$ cat config.mk
export PLATFORM = sky130hd
export DESIGN_NAME = multi_hit_encoder_flat
export DESIGN_NICKNAME = d
export VERILOG_FILES = /design/src/rtl/multi_hit_encoder_if.sv /design/src/rtl/multi_hit_encoder.sv /design/src/flat_wrapper.sv
export SDC_FILE = /design/constraint.sdc
export NUM_CORES = 1
export LEC_CHECK = 0
export CAP_MARGIN = 20
export CORE_MARGIN = 2
export CORE_UTILIZATION = 45
export CTS_CLUSTER_DIAMETER = 40
export DETAILED_ROUTE_END_ITERATION = 10
export MAX_ROUTING_LAYER = met4
export PLACE_DENSITY = 0.69
export SYNTH_ARGS = -nofsm -noshare
export SYNTH_HDL_FRONTEND = slang
export SYNTH_SLANG_ARGS = --single-unit
$ cat constraint.sdc
create_clock -name clk -period 1.8 [get_ports clk]
set_input_delay 0.27 -clock clk [delete_from_list [all_inputs] [get_ports clk]]
set_output_delay 0.27 -clock clk [all_outputs]
set_load 0.005 [all_outputs]
$ cat src/rtl/multi_hit_encoder_if.sv
// ---------------------------------------------------------------------------
// multi_hit_encoder_if
//   Bundles the control, request and index-stream signals of
//   multi_hit_encoder. clk/rst are kept as plain module ports.
//
//   Optional macro: MULTI_HIT_COUNT_EN adds the registered popcount output
//   'count'.
//
//   Signals:
//     en     global enable/hold (0 freezes the encoder)
//     start  load req and begin a scan (accepted only when idle)
//     req    request vector, bit 0 = highest priority
//     ready  consumer accepts y this cycle
//     valid  y holds a valid index
//     y      index of the lowest pending request bit
//     last   with valid: y is the final pending index
//     busy   scan in progress
//     done   one-cycle completion pulse
//     empty  with done: the latched vector was all-zero
//     count  (MULTI_HIT_COUNT_EN) number of set bits in the latched vector
//
//   Modports: master = request source / consumer side, slave = encoder.
// ---------------------------------------------------------------------------
interface multi_hit_encoder_if #(
  parameter int WIDTH = 8,
  parameter int IDXW  = 3
);
  logic             en;
  logic             start;
  logic [WIDTH-1:0] req;
  logic             ready;
  logic             valid;
  logic [IDXW-1:0]  y;
  logic             last;
  logic             busy;
  logic             done;
  logic             empty;
`ifdef MULTI_HIT_COUNT_EN
  logic [IDXW:0]    count;

  modport master (
    output en, start, req, ready,
    input  valid, y, last, busy, done, empty, count
  );
  modport slave (
    input  en, start, req, ready,
    output valid, y, last, busy, done, empty, count
  );
`else
  modport master (
    output en, start, req, ready,
    input  valid, y, last, busy, done, empty
  );
  modport slave (
    input  en, start, req, ready,
    output valid, y, last, busy, done, empty
  );
`endif
endinterface

$ cat src/rtl/multi_hit_encoder.sv
// ---------------------------------------------------------------------------
// multi_hit_encoder
//   Sequential multi-hit priority encoder. On an accepted start the WIDTH-bit
//   request vector is latched and the index of every set bit is streamed out,
//   lowest index first, one per valid/ready handshake. A one-cycle done pulse
//   marks completion; empty accompanies done when the vector was all-zero.
//
//   Parameters:
//     WIDTH  request vector width (>= 2)
//     IDXW   index width, WIDTH <= 2**IDXW
//
//   Ports:
//     clk   sole clock, rising edge
//     rst   synchronous active-high reset, overrides everything
//     bus   multi_hit_encoder_if.slave (see interface file for signals)
//
//   Optional macro: MULTI_HIT_COUNT_EN adds bus.count, the popcount of the
//   vector captured on the most recent accepted start.
// ---------------------------------------------------------------------------
module multi_hit_encoder #(
  parameter int WIDTH = 8,
  parameter int IDXW  = 3
) (
  input  logic                  clk,
  input  logic                  rst,
  multi_hit_encoder_if.slave    bus
);

  typedef enum logic [1:0] {
    IDLE = 2'd0,
    EMIT = 2'd1,
    FIN  = 2'd2
  } state_t;

  state_t           state_reg;
  logic [WIDTH-1:0] pending_reg;
  logic [IDXW-1:0]  y_reg;
  logic             last_reg;
  logic             emit_reg;
  logic             busy_reg;
  logic             done_reg;
  logic             empty_reg;
  logic [WIDTH-1:0] pending_next;

  // Index of the lowest set bit; 0 for an all-zero vector.
  function automatic logic [IDXW-1:0] lowest_idx(input logic [WIDTH-1:0] v);
    lowest_idx = '0;
    for (int i = WIDTH - 1; i >= 0; i--) begin
      if (v[i]) lowest_idx = IDXW'(i);
    end
  endfunction

  // True when exactly one bit is set.
  function automatic logic is_one_hot(input logic [WIDTH-1:0] v);
    is_one_hot = (v != '0) && ((v & (v - WIDTH'(1))) == '0);
  endfunction

  // Pending vector with the currently presented index removed.
  assign pending_next = pending_reg & ~(WIDTH'(1) << y_reg);

`ifdef MULTI_HIT_COUNT_EN
  logic [IDXW:0] count_reg;

  function automatic logic [IDXW:0] popcount(input logic [WIDTH-1:0] v);
    popcount = '0;
    for (int i = 0; i < WIDTH; i++) begin
      popcount = popcount + (IDXW+1)'(v[i]);
    end
  endfunction

  always_ff @(posedge clk) begin
    if (rst) begin
      count_reg <= '0;
    end else if (bus.en && bus.start && (state_reg == IDLE)) begin
      count_reg <= popcount(bus.req);
    end
  end

  assign bus.count = count_reg;
`endif

  always_ff @(posedge clk) begin
    if (rst) begin
      state_reg   <= IDLE;
      pending_reg <= '0;
      y_reg       <= '0;
      last_reg    <= 1'b0;
      emit_reg    <= 1'b0;
      busy_reg    <= 1'b0;
      done_reg    <= 1'b0;
      empty_reg   <= 1'b0;
    end else if (bus.en) begin
      // With en low every register holds, which freezes the scan in place.
      case (state_reg)
        IDLE: begin
          if (bus.start) begin
            pending_reg <= bus.req;
            busy_reg    <= 1'b1;
            if (bus.req != '0) begin
              state_reg <= EMIT;
              emit_reg  <= 1'b1;
              y_reg     <= lowest_idx(bus.req);
              last_reg  <= is_one_hot(bus.req);
            end else begin
              state_reg <= FIN;
              done_reg  <= 1'b1;
              empty_reg <= 1'b1;
            end
          end
        end

        EMIT: begin
          // en is high here, so valid is high and ready alone completes
          // the handshake.
          if (bus.ready) begin
            pending_reg <= pending_next;
            if (last_reg) begin
              state_reg <= FIN;
              emit_reg  <= 1'b0;
              last_reg  <= 1'b0;
              done_reg  <= 1'b1;
            end else begin
              // Next index is precomputed so it appears the very next cycle.
              y_reg    <= lowest_idx(pending_next);
              last_reg <= is_one_hot(pending_next);
            end
          end
        end

        FIN: begin
          state_reg <= IDLE;
          done_reg  <= 1'b0;
          empty_reg <= 1'b0;
          busy_reg  <= 1'b0;
        end

        default: begin
          state_reg <= IDLE;
          emit_reg  <= 1'b0;
          busy_reg  <= 1'b0;
          done_reg  <= 1'b0;
          empty_reg <= 1'b0;
        end
      endcase
    end
  end

  // done/empty are held in their registers while en is low and only shown
  // once en returns, so the pulse is deferred rather than stretched.
  assign bus.valid = emit_reg & bus.en;
  assign bus.done  = done_reg & bus.en;
  assign bus.empty = empty_reg & bus.en;
  assign bus.y     = y_reg;
  assign bus.last  = last_reg;
  assign bus.busy  = busy_reg;

endmodule

$ cat src/flat_wrapper.sv
// flat-port wrapper written by rule: the top's interface ports become plain ports
module multi_hit_encoder_flat 
#(
  parameter int WIDTH = 8,
  parameter int IDXW  = 3
)
  (clk, rst, bus_en, bus_start, bus_req, bus_ready, bus_valid, bus_y, bus_last, bus_busy, bus_done, bus_empty);
  multi_hit_encoder_if #(.WIDTH(WIDTH), .IDXW(IDXW)) bus_i ();
  input  logic clk;
  input  logic rst;
  input wire logic [$bits(bus_i.en)-1:0] bus_en;
  input wire logic [$bits(bus_i.start)-1:0] bus_start;
  input wire logic [$bits(bus_i.req)-1:0] bus_req;
  input wire logic [$bits(bus_i.ready)-1:0] bus_ready;
  output wire logic [$bits(bus_i.valid)-1:0] bus_valid;
  output wire logic [$bits(bus_i.y)-1:0] bus_y;
  output wire logic [$bits(bus_i.last)-1:0] bus_last;
  output wire logic [$bits(bus_i.busy)-1:0] bus_busy;
  output wire logic [$bits(bus_i.done)-1:0] bus_done;
  output wire logic [$bits(bus_i.empty)-1:0] bus_empty;
  assign bus_i.en = bus_en;
  assign bus_i.start = bus_start;
  assign bus_i.req = bus_req;
  assign bus_i.ready = bus_ready;
  assign bus_valid = bus_i.valid;
  assign bus_y = bus_i.y;
  assign bus_last = bus_i.last;
  assign bus_busy = bus_i.busy;
  assign bus_done = bus_i.done;
  assign bus_empty = bus_i.empty;
  multi_hit_encoder #(.WIDTH(WIDTH), .IDXW(IDXW)) u_core (.clk(clk), .rst(rst), .bus(bus_i));
endmodule
* Word-level counts from Yosys, hierarchy flattened
Cells that the tools add are included.
** Storage, ports and cells
- Memories :: 0
- Output and inout port bits :: 8
- Bits in writable memories :: 0
- Latch bits :: 0
- ROM bits :: 0
- Input bits :: 13
- Register bits :: 18
** Operators by class
- Div/mod/pow operators :: 0
- Add/subtract/negate cells :: 2
- Equality and inequality tests :: 8
- Bitwise gates (word level) :: 9
- Mux-type cells :: 47
- Magnitude comparators :: 0
- Shift operators :: 1
- Multipliers :: 0
- Reductions and logical operators :: 16
** Operators by type and width (number)
- $mux W3 :: 20
- $and A8 B8 Y8 :: 3
- $logic_not A8 Y1 :: 2
- $mux W8 :: 2
- $pmux W8 S2 :: 1
- $reduce_bool A8 Y1 :: 2
- $sub A8 B1 Y8 const B :: 2
- $mux W1 :: 13
- $reduce_and A4 Y1 :: 3
- $reduce_and A6 Y1 :: 2
- $reduce_and A5 Y1 :: 2
- $mux W2 :: 4
- $ne A2 B2 Y1 const B :: 4
- $not A8 Y8 :: 1
- $pmux W1 S2 :: 4
- $shl A1 B3 Y8 const A :: 1
- $pmux W3 S2 :: 1
- $ne A2 B1 Y1 const B :: 2
- $pmux W2 S2 :: 1
- $and A1 B1 Y1 :: 3
- $pmux W1 S3 :: 1
- $reduce_and A3 Y1 :: 1
- $eq A2 B1 Y1 const B :: 1
- $eq A2 B2 Y1 const B :: 1
- other kinds (4) :: 6

* Depth between registers and ports, before layout
Gate-level depths: netlist of the first run.
- Depth in word-level cells :: 14
- Mapped depth :: 8

* Least setup slack after synthesis of the first run
OpenSTA, ideal clock, no wires.
- Path type :: in2reg
- Start :: input port bus_req[0]
- End :: register u_core.emit_reg
- Setup slack :: 0.184 ns
- Arrival :: 1.482 ns
- Stages on the path :: 6
- Required time :: 1.666 ns
- Library setup time :: 0.134 ns
- Cells stage by stage :: or4_4 -> nor2_4 -> nor2_1 -> o31a_1 -> a31oi_1 -> a211oi_1
** Between the ends
- Longest elaborated chain between the ends :: 3
** RTL lines
- start, declared :: RTL line flat_wrapper.sv:13 : input wire logic [$bits(bus_i.req)-1:0] bus_req;
- $reduce_bool A8 Y1 :: RTL line multi_hit_encoder.sv:99 : if (bus.req != '0) begin
- $ne A2 B1 Y1 (no source line)
- $reduce_and A6 Y1 (no source line)
- end signal, assigned :: RTL line multi_hit_encoder.sv:88 : emit_reg <= 1'b0;
- end signal, assigned :: RTL line multi_hit_encoder.sv:101 : emit_reg <= 1'b1;
- end signal, assigned :: RTL line multi_hit_encoder.sv:119 : emit_reg <= 1'b0;
- end, declared :: RTL line multi_hit_encoder.sv:39 : logic emit_reg;
Every way passes these cells.
A chain may end at the register's enable or synchronous reset.

* Final worst setup path of the first run
- Start :: input port bus_req[6]
- End :: register u_core.y_reg[2] (netlist: u_core.bus.y[2])
** Between the ends
- Longest elaborated chain between the ends :: 10
- Elaborated cells on any way between the ends :: 13
** RTL lines
- $mux W3 (7 in series) :: RTL line multi_hit_encoder.sv:49 : if (v[i]) lowest_idx = IDXW'(i);
- $mux W3 :: RTL line multi_hit_encoder.sv:99
- $mux W3 :: RTL line multi_hit_encoder.sv:96 : if (bus.start) begin
- $pmux W3 S2 :: RTL line multi_hit_encoder.sv:94 : case (state_reg)
- end signal, assigned :: RTL line multi_hit_encoder.sv:102 : y_reg <= lowest_idx(bus.req);
- end signal, assigned :: RTL line multi_hit_encoder.sv:124 : y_reg <= lowest_idx(pending_next);
- end, declared :: RTL line multi_hit_encoder.sv:37 : logic [IDXW-1:0] y_reg;
Several ways; a longest one is shown, not always the timed one. The select of a mux whose other input is x is not followed.

==> impl_metrics.tcl, run 1 <==
set metrics [dict create \
    overflow 0 \
    antenna_found_initial 0 \
    dp.cells 254 \
    post-route-min-period_ns 1.76 \
    syn-instance-count 183 \
    yosysTopAreaCell "dfxtp_1" \
    drive_gt1_share_pct 26.0 \
    wirelength_um 4030 \
    start_util_pct 48.6 \
    num_vias 1564 \
    drtIter0Drc 77 \
    nFillCells 232 \
    core_um2 2810 \
    grt_use_total_pct 25.6 \
    first_pass_iters 4 \
    io_pins 21 \
    ys_warn_count 0 \
    cts_htree_levels 1 \
    stdcell_count 258 \
    clock_sinks 18 \
    cp_data_arrival_time_ns 2.00 \
    ys_top_cells_by_count "nor2_1 (34), dfxtp_1 (18), a21oi_1 (14), a211oi_1 (9)" \
    hold_class "in -> reg" \
    ys_seq_area_share_pct 26.4 \
    io_buffers 20 \
    power_density_nw_per_um2 613 \
    grt_pass1_wl_um 6660 \
    cts-hold-fix-buffers 0 \
    finalCritPeriodShare_pct 97.5 \
    rsz0062_at_grt "no" \
    hold_viol 0 \
    syn-mean-instance-area_um2 7.45 \
    wl_per_cell_um 15.6 \
    synth_area_leaders "dfxtp_1 (26%), nor2_1 (9.4%), a21oi_1 (5.1%), a211oi_1 (5.0%), buf_2 (2.2%)" \
    leakage_nw 0.734 \
    setup.worst_path.end_class "flop" \
    clock_path_buffers 2 \
    hpwl_um 2980 \
    path_max_fanout 6 \
    synth_nets 196 \
    slew-limit-headroom_pct 71.5 \
    synth-async-reset-ratio_pct 0 \
    area_delta_synth_final_pct 39.6 \
    synth_top_area_share_pct 26.4 \
    synth_seq_cells 18 \
    largest_reg_flops 8 \
    cts_made_buffers 3 \
    cts_root_buffer "clkbuf_4" \
    die_h_um 59.0 \
    ys.flop_type "dfxtp_1" \
    clk_latency_ns 0.31 \
    clock.fmax_mhz 570 \
    criticalPathCategory "in -> reg" \
    clk_pin_slew_ns 0.11 \
    finalSetupViolCount 0 \
    min_from "bus_req[7]" \
    grt_max_degree 17 \
    tightest_slew_ns 0.427 \
    antenna_cells 0 \
    critPathLaunch "bus_req[6]" \
    fin_tns_setup_ns 0 \
    synth_cell_types 54 \
    grt_pass1_vias 1473 \
    cts_tree "yes" \
    die_x_um 59.0 \
    nNetsFinal 241 \
    finalClockSkew_ns 0.00148 \
    finalMaxSlewViolations 0 \
    drv_cap 0 \
    dieArea_um2 3480 \
    outcome "finished, final reports clean" \
    r2r-start "u_core.bus.y[0]" \
    ant_nets 0 \
    viasPerCell 6.06 \
    drc 0 \
    yosysMostFrequentCell "nor2_1" \
    start_kind "input pin" \
    gp_congestion 0.902 \
    ir_worst_vdd_uv 476 \
    rows 19 \
    synth_edf_count 0 \
    cp.required_ns 2.04 \
    synth_area_um2 1360 \
]
==> per-layer routing <==
| layer | vias to the layer above | GRT usage [%] | routed length (um) |
|---|---|---|---|
| li1 | 783 | - | - |
| met1 | 724 | 35.8 | 1970 |
| met2 | 48 | 37.0 | 1790 |
| met3 | 9 | 4.15 | 190 |
| met4 | 0 | 9.74 | 82 |
| met5 | - | - | 0 |
==> metrics by stage <==
stage          power, mW  hold WS [ns]  utilization, %  area, um2  setup WS [ns]
2_1_floorplan      0.692         0.340               -       1360          0.184
3_3_place_gp       0.861         0.444            63.5       1780         -0.343
3_5_place_dp       0.871         0.459            63.5       1780         -0.411
4_1_cts             1.14         0.487            65.3       1830         0.0372
5_1_grt             1.23         0.437            67.8       1900        0.00489
6_report            1.17         0.409            67.8       1900         0.0446
==> report_power, final <==
part           switching (mW)  internal (mW)  total, mW
combinational           0.205          0.211      0.416
sequential             0.0519          0.428      0.480
clock                   0.146          0.124      0.270
total                   0.403          0.763       1.17
==> logic make-up (layout without fill, tap and decap cells) <==
logic type	Yosys count	after routing	synth area share, %
XOR/XNOR	1	1	0.643
multiplexers	5	5	3.86
flip-flops	18	18	26.4
adder cells (fa/ha/maj)	3	3	2.20
AND/OR/NAND/NOR	73	73	28.4
AO/OA/AOI/OAI	65	65	33.0
buffers and inverters	18	62	5.51
==> critical path: stages <==
cell	delay, ns
clkdlybuf4s50_1	0.42
or4_4	0.53
or2_4	0.29
a21oi_4	0.14
nor2_4	0.07
o211ai_1	0.08
nor3b_2	0.19
==> repair_timing <==
action | in CTS | in global routing
setup buffers | 0 | 0
endpoints found under the setup margin | 9 | 6
resized for setup | 8 | 18
hold endpoints to repair | 0 | 0
pin swaps | 4 | 11
==> area by class of cell <==
class / count / area, um2 / share of cell area (%)
multi-input cells: 147 / 1000 / 52.6
flip-flops and latches: 18 / 369 / 19.4
inverters: 8 / 30.0 / 1.58
repair buffers: 50 / 428 / 22.5
clock buffers: 4 / 36.3 / 1.91
well taps: 31 / 38.8 / 2.04
==> cells in the final DEF (no fill, tap or decap), types with 5 or more instances in the layout <==
master	instances
nor3_1	5
nor2_1	33
inv_1	6
buf_4	30
nand2_1	6
dfxtp_1	15
a211oi_1	8
o21ai_0	5
a21oi_1	13
clkdlybuf4s50_1	13
==> worst paths after layout <==
| check | endpoint | slack, ns | depth (start not counted) |
|---|---|---|---|
| worst max-delay path | u_core.bus.y[2] | 0.04 | 7 |
| worst min-delay path | u_core.pending_reg[7] | 0.41 | 4 |
| worst max register to register | u_core.bus.last | 0.08 | 6 |
| worst min register to register | u_core.empty_reg | 0.48 | 2 |
(Power assumes the default switching activity.)
==> run 2: changes to the inputs <==
--- a/config.mk
+++ b/config.mk
@@ -10,8 +10,8 @@
 export CORE_UTILIZATION = 45
 export CTS_CLUSTER_DIAMETER = 40
 export DETAILED_ROUTE_END_ITERATION = 10
+export DONT_BUFFER_PORTS = 1
 export MAX_ROUTING_LAYER = met4
-export PLACE_DENSITY = 0.69
 export SYNTH_ARGS = -nofsm -noshare
 export SYNTH_HDL_FRONTEND = slang
 export SYNTH_SLANG_ARGS = --single-unit
==> constraint.sdc (replaced) <==
create_clock -name clk -period 1.8 [get_ports clk]
set_input_delay 0.36 -clock clk [delete_from_list [all_inputs] [get_ports clk]]
set_output_delay 0.36 -clock clk [all_outputs]
set_load 0.005 [all_outputs]
==> impl_metrics.tcl, run 2 (synthesized netlist as in run 1, its figures left out) <==
set metrics [dict create \
    leakage_nw 0.557 \
    cp_cell_sequence "buf_12, mux2i_2, a21oi_2, a211o_1, o21ai_1, o2111ai_1, a31oi_1" \
    nNetsFinal 210 \
    grt_max_degree 21 \
    slew-limit-headroom_pct 57.1 \
    fin_tns_setup_ns 0 \
    ant_nets 0 \
    mostFrequentLayoutCells "nor2_1 (34), buf_4 (18), dfxtp_1 (16)" \
    die_x_um 59.0 \
    cpPeakStageDelay_ns 0.37 \
    finalMaxSlewViolations 0 \
    clock_power_share_pct 24.4 \
    tightest_slew_ns 0.636 \
    area_delta_synth_final_pct 15.9 \
    crit_slowest_cell "dfxtp_1" \
    combPwrFrac_pct 30.6 \
    hold_viol 0 \
    clock_sinks 18 \
    die_h_um 59.0 \
    critPathBufInv 1 \
    cts_tree "yes" \
    critPathTopFamily "compound AO/OA/AOI/OAI gates" \
    stdcell_count 227 \
    drc 0 \
    finalCritPeriodShare_pct 96.2 \
    path_max_fanout 20 \
    overflow 0 \
    io_buffers 0 \
    wirelength_um 3720 \
    core_um2 2810 \
    min_from "rst" \
    io_pins 21 \
    cp_data_arrival_time_ns 1.96 \
    setup.worst_path.end_class "flop" \
    cts_made_buffers 3 \
    cts_root_buffer "clkbuf_4" \
    post-route-min-period_ns 1.73 \
    post-place-ws_ns 0.0180 \
    hpwl_um 2800 \
    finalClockSkew_ns 0.00804 \
    finalSetupViolCount 0 \
    dieArea_um2 3480 \
    mostFrequentLayoutCell "nor2_1" \
    clk_pin_slew_ns 0.11 \
    power_density_nw_per_um2 670 \
    num_vias 1436 \
    criticalPathCategory "reg -> reg" \
    largest_reg_flops 8 \
    clk_latency_ns 0.30 \
    r2r-start "u_core.bus.y[0]" \
    rsz0062_at_grt "no" \
    switching_share_pct 32.8 \
    first_pass_iters 4 \
    pwr-share-seq_pct 44.9 \
    final_core_util_pct 56.3 \
    clock.fmax_mhz 578 \
    grt_use_total_pct 23.4 \
    p_switching_uw 347 \
    cts_setup_buffers 0 \
    cts.repair.resized 1 \
    critPathLaunch "u_core.bus.y[0]" \
    power_report.internal_total_uw 711 \
    setup_ws_ns 0.0687 \
    start_kind "flop" \
    cts_htree_levels 1 \
    start_util_pct 48.6 \
    antenna_cells 0 \
    wl_per_cell_um 16.4 \
    grt_pass1_vias 1288 \
    drtIter0Drc 60 \
    rows 19 \
    hold_class "in -> reg" \
    clock_path_buffers 2 \
    ir_worst_vdd_uv 479 \
    cp.required_ns 2.03 \
    antenna_found_initial 0 \
    grt_pass1_wl_um 6140 \
    drive_gt1_share_pct 21.9 \
    viasPerCell 6.33 \
    cts-hold-fix-buffers 0 \
    drv_cap 0 \
    outcome "finished, final reports clean" \
    gp_congestion 0.891 \
    dp.cells 223 \
    p_total_mw 1.06 \
]
## run 2: worst paths after layout
kind,to,slack (ns),depth (start not counted)
worst max register to register,u_core.bus.last,0.07,7
worst min register to register,u_core.empty_reg,0.48,2
worst max-delay path,u_core.bus.last,0.07,7
worst min-delay path,u_core.bus.y[1],0.11,1
## run 2: per-stage QoR
stage          cell area [um2]  hold slack (ns)
6_report                  1580            0.108
5_1_grt                   1580           0.0927
4_1_cts                   1550            0.101
3_5_place_dp              1510            0.432
3_3_place_gp              1510            0.434
2_1_floorplan             1360            0.428
## run 2: power groups by stage
stage	registers (mW)	clock network, mW	logic [mW]
after floorplan	0.459	0	0.232
after global placement	0.477	0	0.307
after detailed placement	0.479	0	0.310
after CTS	0.470	0.265	0.313
after global routing	0.481	0.280	0.359
final	0.475	0.258	0.324
## run 2: cell type report
cell class	count	area, um2
sequential	18	363
inverter	8	30.0
tap	31	38.8
multi-input combinational	147	956
clock buffer	4	36.3
fill	289	1230
timing repair buffer	19	155
## run 2: per-layer routing
| metal | vias up | track usage (%) | part of all wire (%) |
|---|---|---|---|
| met3 | 4 | 4.37 | 8.5 |
| met4 | 0 | 4.22 | 0.67 |
| met2 | 66 | 33.7 | 43 |
| met5 | - | - | 0 |
| met1 | 653 | 34.4 | 48 |
| li1 | 713 | - | - |
## run 2: worst register-to-register path, delay by kind of cell, from the launching register on
kind / cells / cell delay [ns]
mux: 1 / 0.24
buf+inv: 1 / 0.16
flops: 1 / 0.37
compound gates: 5 / 0.87
==> run 3: changes to the inputs <==
--- a/config.mk
+++ b/config.mk
@@ -6,8 +6,9 @@
 export NUM_CORES = 1
 export LEC_CHECK = 0
 export CAP_MARGIN = 20
+export CORE_ASPECT_RATIO = 1.75
 export CORE_MARGIN = 2
-export CORE_UTILIZATION = 45
+export CORE_UTILIZATION = 28
 export CTS_CLUSTER_DIAMETER = 40
 export DETAILED_ROUTE_END_ITERATION = 10
 export DONT_BUFFER_PORTS = 1
==> impl_metrics.tcl, run 3 (synthesized netlist as in run 1, its figures left out) <==
set metrics [dict create \
    finalCritPeriodShare_pct 95.2 \
    finalClockSkew_ns 0.00324 \
    io_pins 21 \
    hpwl_um 3390 \
    criticalPathCategory "reg -> reg" \
    start_util_pct 29.2 \
    dieArea_um2 5460 \
    design_area_um2 1660 \
    outcome "finished, final reports clean" \
    setup.worst_path.end_class "flop" \
    mostFrequentLayoutCells "nor2_1 (34), buf_4 (22), dfxtp_1 (16)" \
    setup_ws_ns 0.0861 \
    io_buffers 0 \
    overflow 0 \
    grt_pass1_vias 1423 \
    nNetsFinal 214 \
    clock_path_buffers 2 \
    mostFrequentLayoutCell "nor2_1" \
    rsz0062_at_grt "no" \
    grt_pass1_wl_um 6710 \
    drc 0 \
    wirelength_um 4290 \
    drv_cap 0 \
    slew-limit-headroom_pct 53.6 \
    cp.required_ns 1.94 \
    area_delta_synth_final_pct 22.0 \
    p_total_mw 1.16 \
    finalSetupViolCount 0 \
    ir_worst_vdd_uv 432 \
    die_x_um 56.7 \
    dp.cells 248 \
    post-place-ws_ns 0.0131 \
    die_h_um 96.3 \
    first_pass_iters 4 \
    final_core_util_pct 35.6 \
    finalMaxSlewViolations 0 \
    antenna_found_initial 0 \
    antenna_cells 0 \
    combPwrFrac_pct 29.8 \
    leakage_nw 0.594 \
    pwr-share-seq_pct 40.9 \
    grt_use_total_pct 16.4 \
    drive_gt1_share_pct 23.0 \
    core_um2 4670 \
    clock_sinks 18 \
    cp_data_arrival_time_ns 1.85 \
    gp_congestion 0.914 \
    cts_tree "yes" \
    wl_per_cell_um 17.0 \
    hold_viol 0 \
    clk_latency_ns 0.26 \
    clock.fmax_mhz 583 \
    path_max_fanout 19 \
    viasPerCell 5.85 \
    switching_share_pct 31.7 \
    cts_made_buffers 3 \
    cts_htree_levels 1 \
    clock_power_share_pct 29.3 \
    hold_class "in -> reg" \
    post-route-min-period_ns 1.71 \
    start_kind "flop" \
    p_switching_uw 368 \
    power_report.internal_total_uw 792 \
    stdcell_count 252 \
    rows 33 \
    grt_max_degree 20 \
    fin_tns_setup_ns 0 \
    clk_pin_slew_ns 0.07 \
    ant_nets 0 \
    power_density_nw_per_um2 698 \
    num_vias 1473 \
    placed_cell_area_um2 1570 \
    drtIter0Drc 50 \
    tightest_slew_ns 0.687 \
    holdWs_ns 0.159 \
    cts_root_buffer "clkbuf_8" \
    largest_reg_flops 8 \
]
## run 3: final timing paths
check,startpoint,endpoint,slack [ns],cells after the start
worst min register to register,u_core.done_reg,u_core.done_reg,0.47,2
worst min-delay path,rst,u_core.bus.y[1],0.16,1
worst max register to register,u_core.bus.y[0],u_core.bus.y[0],0.09,8
worst max-delay path,u_core.bus.y[0],u_core.bus.y[0],0.09,8
## run 3: critical path, cell delays in order, from the launching register on
cell and delay, ns:
dfxtp_1 0.38, buf_12 0.17, inv_2 0.07, o31ai_4 0.25, buf_4 0.17, nor2_1 0.04, a211oi_1 0.24, o32a_1 0.20
a211oi_1 0.07
## run 3: power groups by stage
stage	registers, mW	clock network, mW	logic, mW
2_1_floorplan	0.459	0	0.232
3_3_place_gp	0.476	0	0.331
3_5_place_dp	0.477	0	0.334
4_1_cts	0.469	0.349	0.337
5_1_grt	0.478	0.369	0.379
6_report	0.474	0.340	0.346
## run 3: layout make-up
| type | instances | area, um2 |
|---|---|---|
| Timing Repair Buffer | 23 | 185 |
| Clock buffer | 4 | 55.1 |
| Sequential cell | 18 | 363 |
| Tap cell | 52 | 65.1 |
| Multi-Input combinational cell | 147 | 965 |
| Fill cell | 494 | 3000 |
| Inverter | 8 | 30.0 |
## run 3: per-layer routing
layer	GRT usage [%]	share of wire, %	up-vias
li1	-	-	719
met1	14.2	36	706
met2	33.6	59	37
met3	2.15	3.0	11
met4	7.56	2.6	0
met5	-	0	-
## run 3: what timing repair did
item                       4_1_cts  5_1_grt
buffers inserted                 0        0
gates resized for setup          1        8
hold endpoints to repair         0        0
setup endpoints to repair        1        4
hold buffers                     0        0
==> RTL edit, RTL diff (config.mk and constraints of run 2) <==
`WIDTH` is set to 8 in 3 places; all go to 10.
--- a/src/rtl/multi_hit_encoder_if.sv
+++ b/src/rtl/multi_hit_encoder_if.sv
@@ -23,5 +23,5 @@
 // ---------------------------------------------------------------------------
 interface multi_hit_encoder_if #(
-  parameter int WIDTH = 8,
+  parameter int WIDTH = 10,
   parameter int IDXW  = 3
 );
--- a/src/rtl/multi_hit_encoder.sv
+++ b/src/rtl/multi_hit_encoder.sv
@@ -19,5 +19,5 @@
 // ---------------------------------------------------------------------------
 module multi_hit_encoder #(
-  parameter int WIDTH = 8,
+  parameter int WIDTH = 10,
   parameter int IDXW  = 3
 ) (
--- a/src/flat_wrapper.sv
+++ b/src/flat_wrapper.sv
@@ -2,5 +2,5 @@
 module multi_hit_encoder_flat 
 #(
-  parameter int WIDTH = 8,
+  parameter int WIDTH = 10,
   parameter int IDXW  = 3
 )
Interface: changed (resized bus_req); port bits go from 21 to 23. No check against the original RTL was run, so the function may have changed too.
==> RTL edit against run 2 <==
The flow now finishes with violations (setup timing). Worst setup slack worse by 0.22 ns. Wire length is 26% higher. Power up 26%. Area after synthesis grew 12%. Design area up 21%. Count of clock-buffer cells in the layout shrank 1. Sequential cell count rose by 2. Cell count rose by 24%.
==> RTL edit: results (changes against run 2) <==
antenna violations before repair = 0 (unchanged)
share of the cycle needed by the critical path after routing = 1.08 (was 0.962)
max FFs per register = 10 (was 8)
Post-synth top cells = nor2_1 (29), a21oi_1 (20), dfxtp_1 (20), nand2_1 (18), o21ai_0 (10) (was nor2_1 (34), dfxtp_1 (18), a21oi_1 (14), a211oi_1 (9))
run status = finished with violations (was finished clean)
vias in the first global route = 1,628 (was 1,288)
clock insertion delay at the later pin of the skew report = 0.31 ns
multiplexer fraction of the synthesized cell area = 0.0433 (was 0.0386)
Async S/R FF share, synth = 0 (unchanged)
first-pass GRT wire length = 7610 µm (was 6140 µm)
GRT Util Overall = 0.249 (was 0.234)
# port buffers = 0 (unchanged)
clock-pin transition on the worst setup and hold timing paths = 0.12 ns
number of setup violations in the final report = 2 (was 0)
detailed-placement wirelength estimate = 3520 µm (was 2800 µm)
Initial DRT Pass Iterations = 5 (was 4)
total number of H-tree levels = 1 (unchanged)
count of warnings emitted by yosys = 0 (unchanged)
Total Nets Final = 251 (was 210)
iteration-0 DRC count of the detailed router = 111 (was 60)
Via density = 6.00 (was 6.33)
worst min-delay path class = input port to flop (unchanged)
static leakage = 0.754 nW (was 0.557 nW)
worst setup slack after layout = -0.151 ns (was 0.0687 ns)
dominant combinational cell family by area after synthesis = simple AND/OR/NAND/NOR gates (was compound AO/OA/AOI/OAI gates)
number of filler cells placed in the layout = 334 (was 289)
share of final-layout standard cells stronger than drive strength 1 = 0.277 (was 0.219)
Clock Tree Buf Depth = 2 (unchanged)
largest net degree at the start of global routing = 17 (was 21)
Critical Path Fanout Max = 6 (was 20)
data arrival time at the worst-slack endpoint = 2.14 ns (was 1.96 ns)
count of inserted antenna diode cells = 0 (unchanged)
Syn Nets = 219 (was 196)
area after detailed placement = 0.00179 mm² (was 0.00151 mm²)
post-synthesis compound-gate area fraction = 0.301 (was 0.330)
Distinct cells, synth = 61 (was 54)
sequential fraction of the synthesis area = 0.261 (was 0.264)
Worst Max-Slew Pin Slew = 0.519 ns (was 0.636 ns)
share of synthesized cell area in full adder, half adder and majority cells = 0.00654 (was 0.0220)
worst IR drop on VDD = 0.411 mV (was 0.479 mV)
leading cell types by total area after synthesis = dfxtp_1 (26%), nor2_1 (7.1%), a21oi_1 (6.5%), nand2_1 (4.4%), o21ai_0 (3.3%) (was dfxtp_1 (26%), nor2_1 (9.4%), a21oi_1 (5.1%), a211oi_1 (5.0%), buf_2 (2.2%))
cts bufs inserted = 3 (unchanged)
XOR/XNOR Fraction of Synth Area = 0.00572 (was 0.00643)
Root Buffer Master = clkbuf_4 (unchanged)
Layout Skew = 0.00955 ns (was 0.00804 ns)
RePlAce Congestion = 0.897 (was 0.891)
overall routed net length = 4680 µm (was 3720 µm)
violated checks = setup timing
[RTL edit: cell count changes in the layout (fill, tap and decap cells not counted), moves of 4 or more]
cell             run 2  this run
a211oi_1             9         4
a21oi_1             13        20
a22oi_1              0         4
buf_4               18        36
nand2_1              6        18
nor2_1              34        29
o21ai_0              5         9
[RTL edit: layout make-up]
type	count	area (µm²)	area share
Clock buffer	3	22.5	0.0117
Clock inverter	1	30.0	0.0157
Inverter	6	22.5	0.0117
Multi-Input combinational cell	168	1090	0.569
Sequential cell	20	412	0.215
Tap cell	46	57.6	0.0300
Timing Repair Buffer	37	282	0.147
[RTL edit: routing by layer]
| metal | vias up | share of wire | track usage |
|---|---|---|---|
| li1 | 810 | - | - |
| met1 | 798 | 0.44 | 0.294 |
| met2 | 63 | 0.48 | 0.420 |
| met3 | 15 | 0.064 | 0.0453 |
| met4 | 0 | 0.024 | 0.0972 |
| met5 | - | 0 | - |
[RTL edit: worst paths after layout]
check / slack, ns / cells after the start / endpoint / start
worst max-delay path: -0.15 / 7 / u_core.bus.y[2]$_SDFFE_PP0P_ / u_core.bus.y[1]$_SDFFE_PP0P_
worst max register to register: -0.15 / 7 / u_core.bus.y[2]$_SDFFE_PP0P_ / u_core.bus.y[1]$_SDFFE_PP0P_
worst min register to register: 0.49 / 2 / u_core.empty_reg$_SDFFE_PP0P_ / u_core.empty_reg$_SDFFE_PP0P_
worst min-delay path: 0.1 / 1 / u_core.bus.y[1]$_SDFFE_PP0P_ / rst
[RTL edit: what timing repair did]
action | in CTS | in global routing
resized for setup | 8 | 7
buffers inserted | 1 | 1
setup endpoints to repair | 3 | 3
pin swaps | 1 | 4
[RTL edit: kinds of logic after synthesis]
kind of cell               Yosys count
adders and majority gates            1
xor gates and xnor gates             1
AOI/OAI and AO/OA                   68
muxes                                6
buffers and inverters               16
and+or+nand+nor                     92
DFF                                 20
[RTL edit: critical path: stages, from the launching register on]
cell and delay (ns):
dfxtp_4 0.41, nor4b_1 0.39, a211oi_2 0.10, buf_4 0.16
and2b_1 0.21, buf_4 0.11, a32oi_2 0.09, a211oi_1 0.35
[RTL edit: report_power, final]
| group | internal (mW) | switching, mW |
|---|---|---|
| sequential | 0.473 | 0.0357 |
| clock | 0.225 | 0.148 |
| combinational | 0.226 | 0.225 |
[RTL edit: through the flow]
step           TNS, ns  instances  worst slack [ns]  utilization
3_5_place_dp   -0.0886        275           -0.0886        0.542
2_1_floorplan        0        204           0.00278            -
4_1_cts        -0.0196        280           -0.0164        0.566
6_report        -0.190        281            -0.151        0.579
5_1_grt         -0.259        281            -0.178        0.579
3_3_place_gp   -0.0477        275           -0.0477        0.542
